==> config.mk <==
export PLATFORM = sky130hd
export DESIGN_NAME = match_sequencer_flat
export DESIGN_NICKNAME = d
export VERILOG_FILES = /design/src/rtl/match_sequencer_if.sv /design/src/rtl/match_sequencer.sv /design/src/flat_wrapper.sv
export SDC_FILE = /design/constraint.sdc
export NUM_CORES = 1
export LEC_CHECK = 0
export ABC_AREA = 1
export CAP_MARGIN = 20
export CELL_PAD_IN_SITES_DETAIL_PLACEMENT = 1
export CELL_PAD_IN_SITES_GLOBAL_PLACEMENT = 2
export CORE_UTILIZATION = 35
export CTS_CLUSTER_DIAMETER = 100
export DETAILED_ROUTE_END_ITERATION = 8
export DONT_BUFFER_PORTS = 1
export PLACE_DENSITY_LB_ADDON = 0.1
export SLEW_MARGIN = 5
export SYNTH_ARGS = -nofsm -noshare
export SYNTH_HDL_FRONTEND = slang
export SYNTH_SLANG_ARGS = --single-unit
==> constraint.sdc <==
create_clock -name clk -period 2.1 [get_ports clk]
set_clock_uncertainty 0.1 [all_clocks]
set_input_delay 0.525 -clock clk [delete_from_list [all_inputs] [get_ports clk]]
set_output_delay 0.525 -clock clk [all_outputs]
set_load 0.01 [all_outputs]
==> src/rtl/match_sequencer_if.sv <==
// Handshake bundle between the match sequencer and its surroundings (buttons, game_controller, vga).
// master drives the button/score levels; slave is the sequencer. MATCH_PAUSE_EN adds pause_button.
interface match_sequencer_if;
  logic       start_button;
  logic       team1_score;
  logic       team2_score;
`ifdef MATCH_PAUSE_EN
  logic       pause_button;
`endif
  logic       game_run;
  logic       ball_reset;
  logic [3:0] team1_points;
  logic [3:0] team2_points;
  logic [1:0] winner;
  logic       flash;
  logic [2:0] state;

  modport master (
`ifdef MATCH_PAUSE_EN
    output pause_button,
`endif
    output start_button, team1_score, team2_score,
    input  game_run, ball_reset, team1_points, team2_points, winner, flash, state
  );

  modport slave (
`ifdef MATCH_PAUSE_EN
    input  pause_button,
`endif
    input  start_button, team1_score, team2_score,
    output game_run, ball_reset, team1_points, team2_points, winner, flash, state
  );
endinterface

==> src/rtl/match_sequencer.sv <==
// Match-level FSM: serve, play, goal celebration and game over, with per-team points and flash strobe.
// Optional MATCH_PAUSE_EN adds pause_button and the PAUSED state (ball frozen in place).
module match_sequencer #(
  parameter int unsigned WIN_SCORE    = 5,
  parameter int unsigned SERVE_DELAY  = 50_000_000,
  parameter int unsigned GOAL_HOLD    = 100_000_000,
  parameter int unsigned FLASH_PERIOD = 12_500_000,
  parameter int unsigned CNT_W        = 27
) (
  input  logic             clk,
  input  logic             rst,
  match_sequencer_if.slave bus
);
  localparam int unsigned PTS_W = 4;

  typedef enum logic [2:0] {
    ST_IDLE   = 3'd0,
    ST_SERVE  = 3'd1,
    ST_PLAY   = 3'd2,
    ST_GOAL   = 3'd3,
    ST_OVER   = 3'd4,
    ST_PAUSED = 3'd5
  } state_e;

  state_e           state_q;
  logic [CNT_W-1:0] timer_q;
  logic [CNT_W-1:0] flash_cnt_q;
  logic [PTS_W-1:0] team1_points_q;
  logic [PTS_W-1:0] team2_points_q;
  logic [1:0]       winner_q;
  logic             game_run_q;
  logic             ball_reset_q;
  logic             flash_q;
  logic             start_q, start_prev_q;
  logic             team1_q, team1_prev_q;
  logic             team2_q, team2_prev_q;

  logic start_edge_c, goal1_edge_c, goal2_edge_c, pause_edge_c;
  logic serve_done_c, goal_done_c, flash_tick_c, win1_c, win2_c;

  // Single input register stage plus previous-value register for edge detection
  always_ff @(posedge clk) begin
    if (rst) begin
      start_q      <= 1'b0;
      start_prev_q <= 1'b0;
      team1_q      <= 1'b0;
      team1_prev_q <= 1'b0;
      team2_q      <= 1'b0;
      team2_prev_q <= 1'b0;
    end else begin
      start_q      <= bus.start_button;
      start_prev_q <= start_q;
      team1_q      <= bus.team1_score;
      team1_prev_q <= team1_q;
      team2_q      <= bus.team2_score;
      team2_prev_q <= team2_q;
    end
  end

`ifdef MATCH_PAUSE_EN
  logic pause_q, pause_prev_q;

  always_ff @(posedge clk) begin
    if (rst) begin
      pause_q      <= 1'b0;
      pause_prev_q <= 1'b0;
    end else begin
      pause_q      <= bus.pause_button;
      pause_prev_q <= pause_q;
    end
  end

  assign pause_edge_c = pause_q & ~pause_prev_q;
`else
  assign pause_edge_c = 1'b0;
`endif

  assign start_edge_c = start_q & ~start_prev_q;
  assign goal1_edge_c = team1_q & ~team1_prev_q;
  assign goal2_edge_c = team2_q & ~team2_prev_q;
  assign serve_done_c = (timer_q == CNT_W'(SERVE_DELAY - 1));
  assign goal_done_c  = (timer_q == CNT_W'(GOAL_HOLD - 1));
  assign flash_tick_c = (flash_cnt_q == CNT_W'(FLASH_PERIOD - 1));
  assign win1_c       = (team1_points_q == PTS_W'(WIN_SCORE));
  assign win2_c       = (team2_points_q == PTS_W'(WIN_SCORE));

  always_ff @(posedge clk) begin
    if (rst) begin
      state_q        <= ST_IDLE;
      timer_q        <= '0;
      flash_cnt_q    <= '0;
      team1_points_q <= '0;
      team2_points_q <= '0;
      winner_q       <= 2'b00;
      game_run_q     <= 1'b0;
      ball_reset_q   <= 1'b1;
      flash_q        <= 1'b0;
    end else begin
      case (state_q)
        ST_IDLE: begin
          if (start_edge_c) begin
            state_q        <= ST_SERVE;
            timer_q        <= '0;
            team1_points_q <= '0;
            team2_points_q <= '0;
            winner_q       <= 2'b00;
          end
        end
        ST_SERVE: begin
          if (serve_done_c) begin
            state_q      <= ST_PLAY;
            timer_q      <= '0;
            game_run_q   <= 1'b1;
            ball_reset_q <= 1'b0;
          end else begin
            timer_q <= timer_q + CNT_W'(1);
          end
        end
        ST_PLAY: begin
          // Simultaneous goals cancel out; pause wins over a coincident goal
          if (pause_edge_c) begin
            state_q    <= ST_PAUSED;
            game_run_q <= 1'b0;
          end else if (goal1_edge_c ^ goal2_edge_c) begin
            if (goal1_edge_c) team1_points_q <= team1_points_q + PTS_W'(1);
            else              team2_points_q <= team2_points_q + PTS_W'(1);
            state_q      <= ST_GOAL;
            timer_q      <= '0;
            flash_cnt_q  <= '0;
            flash_q      <= 1'b0;
            game_run_q   <= 1'b0;
            ball_reset_q <= 1'b1;
          end
        end
        ST_PAUSED: begin
          if (pause_edge_c) begin
            state_q    <= ST_PLAY;
            game_run_q <= 1'b1;
          end
        end
        ST_GOAL: begin
          if (goal_done_c) begin
            timer_q     <= '0;
            flash_cnt_q <= '0;
            flash_q     <= 1'b0;
            if (win1_c || win2_c) begin
              state_q  <= ST_OVER;
              winner_q <= win1_c ? 2'b01 : 2'b10;
            end else begin
              state_q <= ST_SERVE;
            end
          end else begin
            timer_q     <= timer_q + CNT_W'(1);
            flash_cnt_q <= flash_tick_c ? '0 : flash_cnt_q + CNT_W'(1);
            if (flash_tick_c) flash_q <= ~flash_q;
          end
        end
        ST_OVER: begin
          if (start_edge_c) begin
            state_q        <= ST_SERVE;
            timer_q        <= '0;
            flash_cnt_q    <= '0;
            flash_q        <= 1'b0;
            team1_points_q <= '0;
            team2_points_q <= '0;
            winner_q       <= 2'b00;
          end else begin
            flash_cnt_q <= flash_tick_c ? '0 : flash_cnt_q + CNT_W'(1);
            if (flash_tick_c) flash_q <= ~flash_q;
          end
        end
        default: begin
          state_q      <= ST_IDLE;
          timer_q      <= '0;
          game_run_q   <= 1'b0;
          ball_reset_q <= 1'b1;
          flash_q      <= 1'b0;
        end
      endcase
    end
  end

  assign bus.state        = state_q;
  assign bus.game_run     = game_run_q;
  assign bus.ball_reset   = ball_reset_q;
  assign bus.team1_points = team1_points_q;
  assign bus.team2_points = team2_points_q;
  assign bus.winner       = winner_q;
  assign bus.flash        = flash_q;
endmodule

==> src/flat_wrapper.sv <==
// flat-port wrapper written by rule: the top's interface ports become plain ports
module match_sequencer_flat 
#(
  parameter int unsigned WIN_SCORE    = 5,
  parameter int unsigned SERVE_DELAY  = 50_000_000,
  parameter int unsigned GOAL_HOLD    = 100_000_000,
  parameter int unsigned FLASH_PERIOD = 12_500_000,
  parameter int unsigned CNT_W        = 27
)
  (clk, rst, bus_start_button, bus_team1_score, bus_team2_score, bus_game_run, bus_ball_reset, bus_team1_points, bus_team2_points, bus_winner, bus_flash, bus_state);
  match_sequencer_if bus_i ();
  input  logic clk;
  input  logic rst;
  input wire logic [$bits(bus_i.start_button)-1:0] bus_start_button;
  input wire logic [$bits(bus_i.team1_score)-1:0] bus_team1_score;
  input wire logic [$bits(bus_i.team2_score)-1:0] bus_team2_score;
  output wire logic [$bits(bus_i.game_run)-1:0] bus_game_run;
  output wire logic [$bits(bus_i.ball_reset)-1:0] bus_ball_reset;
  output wire logic [$bits(bus_i.team1_points)-1:0] bus_team1_points;
  output wire logic [$bits(bus_i.team2_points)-1:0] bus_team2_points;
  output wire logic [$bits(bus_i.winner)-1:0] bus_winner;
  output wire logic [$bits(bus_i.flash)-1:0] bus_flash;
  output wire logic [$bits(bus_i.state)-1:0] bus_state;
  assign bus_i.start_button = bus_start_button;
  assign bus_i.team1_score = bus_team1_score;
  assign bus_i.team2_score = bus_team2_score;
  assign bus_game_run = bus_i.game_run;
  assign bus_ball_reset = bus_i.ball_reset;
  assign bus_team1_points = bus_i.team1_points;
  assign bus_team2_points = bus_i.team2_points;
  assign bus_winner = bus_i.winner;
  assign bus_flash = bus_i.flash;
  assign bus_state = bus_i.state;
  match_sequencer #(.WIN_SCORE(WIN_SCORE), .SERVE_DELAY(SERVE_DELAY), .GOAL_HOLD(GOAL_HOLD), .FLASH_PERIOD(FLASH_PERIOD), .CNT_W(CNT_W)) u_core (.clk(clk), .rst(rst), .bus(bus_i));
endmodule
# [Word level (Yosys, flattened, before mapping)]
# Index checks and enable logic that the tools add are counted.
[word_totals] reg_bits=76 latch_bits=0 ram_bits=0 rom_bits=0 inputBits=5 wordCells=100 memories=0
[op_classes] addsub=4 mul=0 n_div=0 n_lt_le_gt_ge=0 n_eq_ne=17 shift=0 muxes=37 bitwise_logic=11 n_reduce_logical=16
[op_table] op="$mux W27" n=7
[op_table] op="$pmux W27 S5" n=1
[op_table] op="$pmux W27 S3" n=1
[op_table] op="$add A27 B1 Y27 const B" n=2
[op_table] op="$eq A27 B24 Y1 const B" n=1
[op_table] op="$eq A27 B26 Y1 const B" n=1
[op_table] op="$eq A27 B27 Y1 const B" n=1
[op_table] op="$mux W4" n=5
[op_table] op="$pmux W4 S2" n=2
[op_table] op="$mux W3" n=5
[op_table] op="$pmux W3 S5" n=1
[op_table] op="$ne A2 B1 Y1 const B" n=6
[op_table] op="$reduce_and A4 Y1" n=3
[op_table] op="$add A4 B1 Y4 const B" n=2
[op_table] op="$eq A4 B3 Y1 const B" n=2
[op_table] op="$mux W2" n=4
[op_table] op="$mux W1" n=7
[op_table] op="$not A1 Y1" n=7
[op_table] op="$eq A3 B2 Y1 const B" n=2
[op_table] op="$eq A3 B3 Y1 const B" n=2
[op_table] op="$pmux W1 S3" n=2
[op_table] op="$reduce_and A3 Y1" n=2
[op_table] op="$reduce_and A5 Y1" n=1
[op_table] op="$pmux W1 S4" n=1
[op_table] op="13 further kinds" n=17

# [Longest topological paths before layout]
[logic_depth] ltp_word=5 ltp_mapped=13 depth_no_buf=12

# [Worst setup path before layout]
# Ideal clock, no wire load.
[synth_timing] path_type="reg2reg" start="reg u_core.timer_q[0]" end="reg u_core.timer_q[24]" t_arrival_ns=1.558 required_ns=1.886 setup_slack_ns=0.328 path_stages_with_launch=12 synth_period_minus_slack_ns=1.772 path_cell_list="dfxtp_1 ha_1 nand2_1 nor2_2 nand2_2 nor2_2 nand2_2 nand2_4 nand3_4 nand2_4 buf_6 nor2_1"
[synth_between] elab_chain_cells=3 word_cells_on_any_way=6 classes_between="1 x add/sub; 2 x eq/ne; 3 x mux"
[synth_rtl] element="start: declaration" line_no="match_sequencer.sv:26" text="logic [CNT_W-1:0] timer_q;"
[synth_rtl] element="start signal: assignment" line_no="match_sequencer.sv:116" text="timer_q <= timer_q + CNT_W'(1);"
[synth_rtl] element="start signal: assignment" line_no="match_sequencer.sv:153" text="timer_q <= timer_q + CNT_W'(1);"
[synth_rtl] element="$add A27 B1 Y27, or another cell as far along" line_no="match_sequencer.sv:116, match_sequencer.sv:153"
[synth_rtl] element="$mux W27 (on tied branches)" line_no="match_sequencer.sv:142, match_sequencer.sv:110"
[synth_rtl] element="$pmux W27 S5 (*)" line_no="match_sequencer.sv:99" text="case (state_q)"
# Every way passes the cells marked *; elsewhere a longest branch is shown, timed or not.
# A chain may end at the register's enable or synchronous reset.

# [Worst setup path in the final report]
[layout_timing] start="reg u_core.timer_q[5]" end="reg u_core.timer_q[20]"
# The elaborated chain is that of the path after synthesis.

==> run_results.csv <==
group,metric,value,unit
sta,relSlewSlack,71.5,%
yosys,async_flop_share,0,%
grt,track_usage,23.1,%
placed_design,port_buffers,0,
layout,drive_gt1_share,10.2,%
floorplanning,design.core.area,12300,um^2
sta,slew_violations,0,
layout,final_core_util,42.3,%
worst_setup_path,worst-setup-path-type,"reg -> reg",
clock_tree,h-tree-depth,3,
floorplanning,start_util,36.6,%
layout,n_antenna_cell,0,
power,power.share.combinational,30.8,%
yosys,synth_area,4490,um^2
worst_setup_path,reg2reg_to,"u_core.timer_q[20]$_SDFFE_PP0P_",
grt,grt_max_degree,24,
sta,worst_pin_slew,426,ps
floorplanning,die_h,115,um
floorplanning,dieArea,13300,um^2
sta,finalSetupViolCount,0,
sta,max_clock_freq,509,MHz
drt,wl_per_cell,15.2,um
worst_setup_path,critPathLaunch,"u_core.timer_q[5]$_SDFFE_PP0P_",
worst_setup_path,r2r_start,"u_core.timer_q[5]$_SDFFE_PP0P_",
grt,grt_pass1_vias,4730,
drt,routed_wl,14.1,mm
yosys,syn_inst,725,
drt,drc,0,
power,swShare,37.9,%
grt,grt_overflow_total,0,
grt,antenna_found_initial,0,
power,p_seq_share,35.6,%
worst_setup_path,cp_max_fo,5,
worst_setup_path,start_kind,"flip-flop",
worst_setup_path,critPathCaptureType,"flip-flop",
sta,fin_hold_ws,140,ps
clock_tree,cts-root-buf,"clkbuf_16",
floorplanning,die_w,115,um
min_path,min_from,"rst",
layout,final_nets,764,
floorplanning,pin_count,21,
floorplanning,fp-row-count,40,
sta,min_period_over_period,93.6,%
yosys,yosysUniqueCellTypes,37,
worst_setup_path,critPathMaxStageDelay,420,ps
grt,grt_pass1_wl,23.6,mm
placed_design,dp.final_hpwl,10.8,mm
min_path,min_path_cells,1,
clock_tree,path_clk_slew,70,ps
clock_tree,cts.path.max_buffers,2,
sta,rsz0062_at_grt,"no",
worst_setup_path,worstPathCellList,"nand2_1 -> nor2_1 -> nand2_1 -> nor2_1 -> nand2_1 -> nand2_1 -> nand3_1 -> a21oi_1",
yosys,synth_warnings,0,
power,vdd_drop_max,0.000566,V
outcome,outcome,"completed",
yosys,ys_ff_latch,76,
yosys,synth_edf_count,0,
sta,period_minus_slack,1960,ps
worst_setup_path,r2r_slack,140,ps
sta,finalSetupTns,0,ps
min_path,min_path_type,"in -> reg",
sta,finalHoldViolCount,0,
worst_setup_path,required,2270,ps
drt,ant_nets,0,
power,powerDensity,909,nW/um^2
layout,syn2layout_area_growth,15.6,%
power,power.internal,2930,uW
worst_setup_path,slowest_stage,"dfxtp_1",
placed_design,place.gp.congestion,0.835,
flow_run,drv_cap,0,
drt,drt_iter0_markers,142,
clock_tree,cts_buffers,9,
worst_setup_path,arrival,2140,ps
drt,dr_total_vias,4616,
min_path,min_delay_worst_endpoint,"u_core.flash_cnt_q[22]$_SDFFE_PP0P_",
clock_tree,tritoncts,"built",
drt,dr.pass1.iters,5,
clock_tree,cts.sinks,76,
sta,fin_ws,135,ps
yosys,yosysSeqAreaShare,33.9,%
yosys,avgSynthCellArea,6.19,um^2
power,share_clk_of_total_power,33.6,%
placed_design,dpl_worst_slack,27.6,ps
yosys,syn-num-nets,736,
layout,layout.cells.non_filler,926,
power,leakagePower,0.00216,uW
worst_setup_path,reg2regPathDepth,8,
clock_tree,worst_skew_pair.late_latency,350,ps
worst_setup_path,cpMostUsedCell,"nand2_1",
power,p_switching,1790,uW
placed_design,placedCellCount,908,
drt,viasPerCell,4.98,
yosys,ys.flop_type,"dfxtp_1",
==> area by class of cell <==
class | count | area (um^2)
Clock buffer | 10 | 229
Clock inverter | 6 | 63.8
Fill cell | 1676 | 7080
Inverter | 92 | 345
Multi-Input combinational cell | 545 | 2580
Sequential cell | 76 | 1520
Tap cell | 168 | 210
Timing Repair Buffer | 29 | 230
==> placed cells by master (no fill, tap or decap), types with 3 or more instances in the layout <==
master	instances
o21ai_0	11
nor2_1	134
clkbuf_16	9
nand2_2	11
nor2_2	8
a21oi_1	26
xnor2_1	3
nand3b_1	9
nand4_1	18
o21ai_1	3
xor2_1	13
inv_1	87
dfxtp_1	75
nor3_1	7
nand2_1	201
o21bai_1	7
inv_2	5
nor3b_1	3
ha_1	6
nand3_1	68
buf_4	28
==> worst max-delay path: cells and delay by family (launching register included) <==
kind            cells  cell delay (ps)
flops               1              420
simple gates        7             1220
compound gates      1              150
==> stage by stage <==
stage                     total power, uW  instance area, um^2
after global placement               3060                 4840
after global routing                 5000                 5190
final                                4710                 5190
after detailed placement             3120                 4840
after floorplan                      2640                 4490
after CTS                            4710                 5130
==> sequential cells by signal (all words and copies together) (netlist names) <==
| register | cells |
|---|---|
| u_core.start_q | 1 |
| u_core.bus.ball_reset | 1 |
| u_core.bus.team2_points | 4 |
| u_core.timer_q | 27 |
| u_core.flash_cnt_q | 27 |
| u_core.bus.winner | 2 |
| u_core.team1_prev_q | 1 |
| u_core.bus.game_run | 1 |
| u_core.bus.flash | 1 |
| u_core.team2_prev_q | 1 |
| u_core.bus.state | 3 |
| u_core.team1_q | 1 |
| u_core.start_prev_q | 1 |
| u_core.bus.team1_points | 4 |
| u_core.team2_q | 1 |
==> synthesized netlist by cell type, types with 2 or more instances <==
cell | n | share of area [%]
nand4_1 | 18 | 2.5
nand2_4 | 2 | 0.50
o21bai_1 | 7 | 1.2
nor2_2 | 6 | 0.84
o21ai_1 | 3 | 0.33
buf_4 | 2 | 0.33
clkbuf_1 | 3 | 0.25
nand2_2 | 7 | 0.98
nor3b_1 | 3 | 0.50
dfxtp_1 | 76 | 34
nand2_1 | 206 | 17
a21oi_1 | 26 | 2.9
ha_1 | 6 | 1.7
buf_6 | 2 | 0.50
inv_1 | 88 | 7.4
nand3_1 | 68 | 7.6
buf_2 | 4 | 0.45
inv_2 | 4 | 0.33
o21ai_0 | 11 | 1.2
nor2_1 | 137 | 11
xnor2_1 | 3 | 0.59
nor3_1 | 7 | 0.78
xor2_1 | 13 | 2.5
nand3b_1 | 9 | 1.5
o21a_1 | 2 | 0.33
==> logic make-up after synthesis <==
kind of cell	synth area share, %
compound gates	6.92
fa+ha+maj	1.67
xor+xnor	3.12
buf+inv	9.32
simple gates	45.0
flops	33.9
==> power by group through the flow <==
| stage | registers [uW] | clock network, uW | logic, uW |
|---|---|---|---|
| floorplan | 1680 | 0 | 955 |
| global placement | 1700 | 0 | 1360 |
| detailed placement | 1710 | 0 | 1410 |
| CTS | 1680 | 1620 | 1420 |
| global route | 1690 | 1680 | 1620 |
| finish | 1680 | 1580 | 1450 |
==> routing by layer <==
metal | vias to the layer above | wire (um) | track usage, %
li1 | 2343 | - | -
met2 | 48 | 6510 | 38.1
met4 | 0 | 163 | 6.58
met3 | 15 | 391 | 4.11
met1 | 2210 | 6990 | 30.7
met5 | - | 0 | 0
==> timing repair <==
item	CTS	global route
resized for setup	0	13
endpoints found under the setup margin	0	50
hold buffers	0	0
buffers inserted	0	2
==> how the worst max path moves through the flow <==
stage	to	slack, ps	depth (start not counted)
6_report	u_core.timer_q[20]$_SDFFE_PP0P_	140	8
5_1_grt	u_core.flash_cnt_q[11]$_SDFFE_PP0P_	10	12
4_1_cts	u_core.flash_cnt_q[11]$_SDFFE_PP0P_	8	12
3_5_place_dp	u_core.flash_cnt_q[11]$_SDFFE_PP0P_	30	12
3_3_place_gp	u_core.timer_q[22]$_SDFFE_PP0P_	150	10
2_1_floorplan	u_core.timer_q[24]$_SDFFE_PP0P_	330	11
Power figures use the tool's default switching activity.
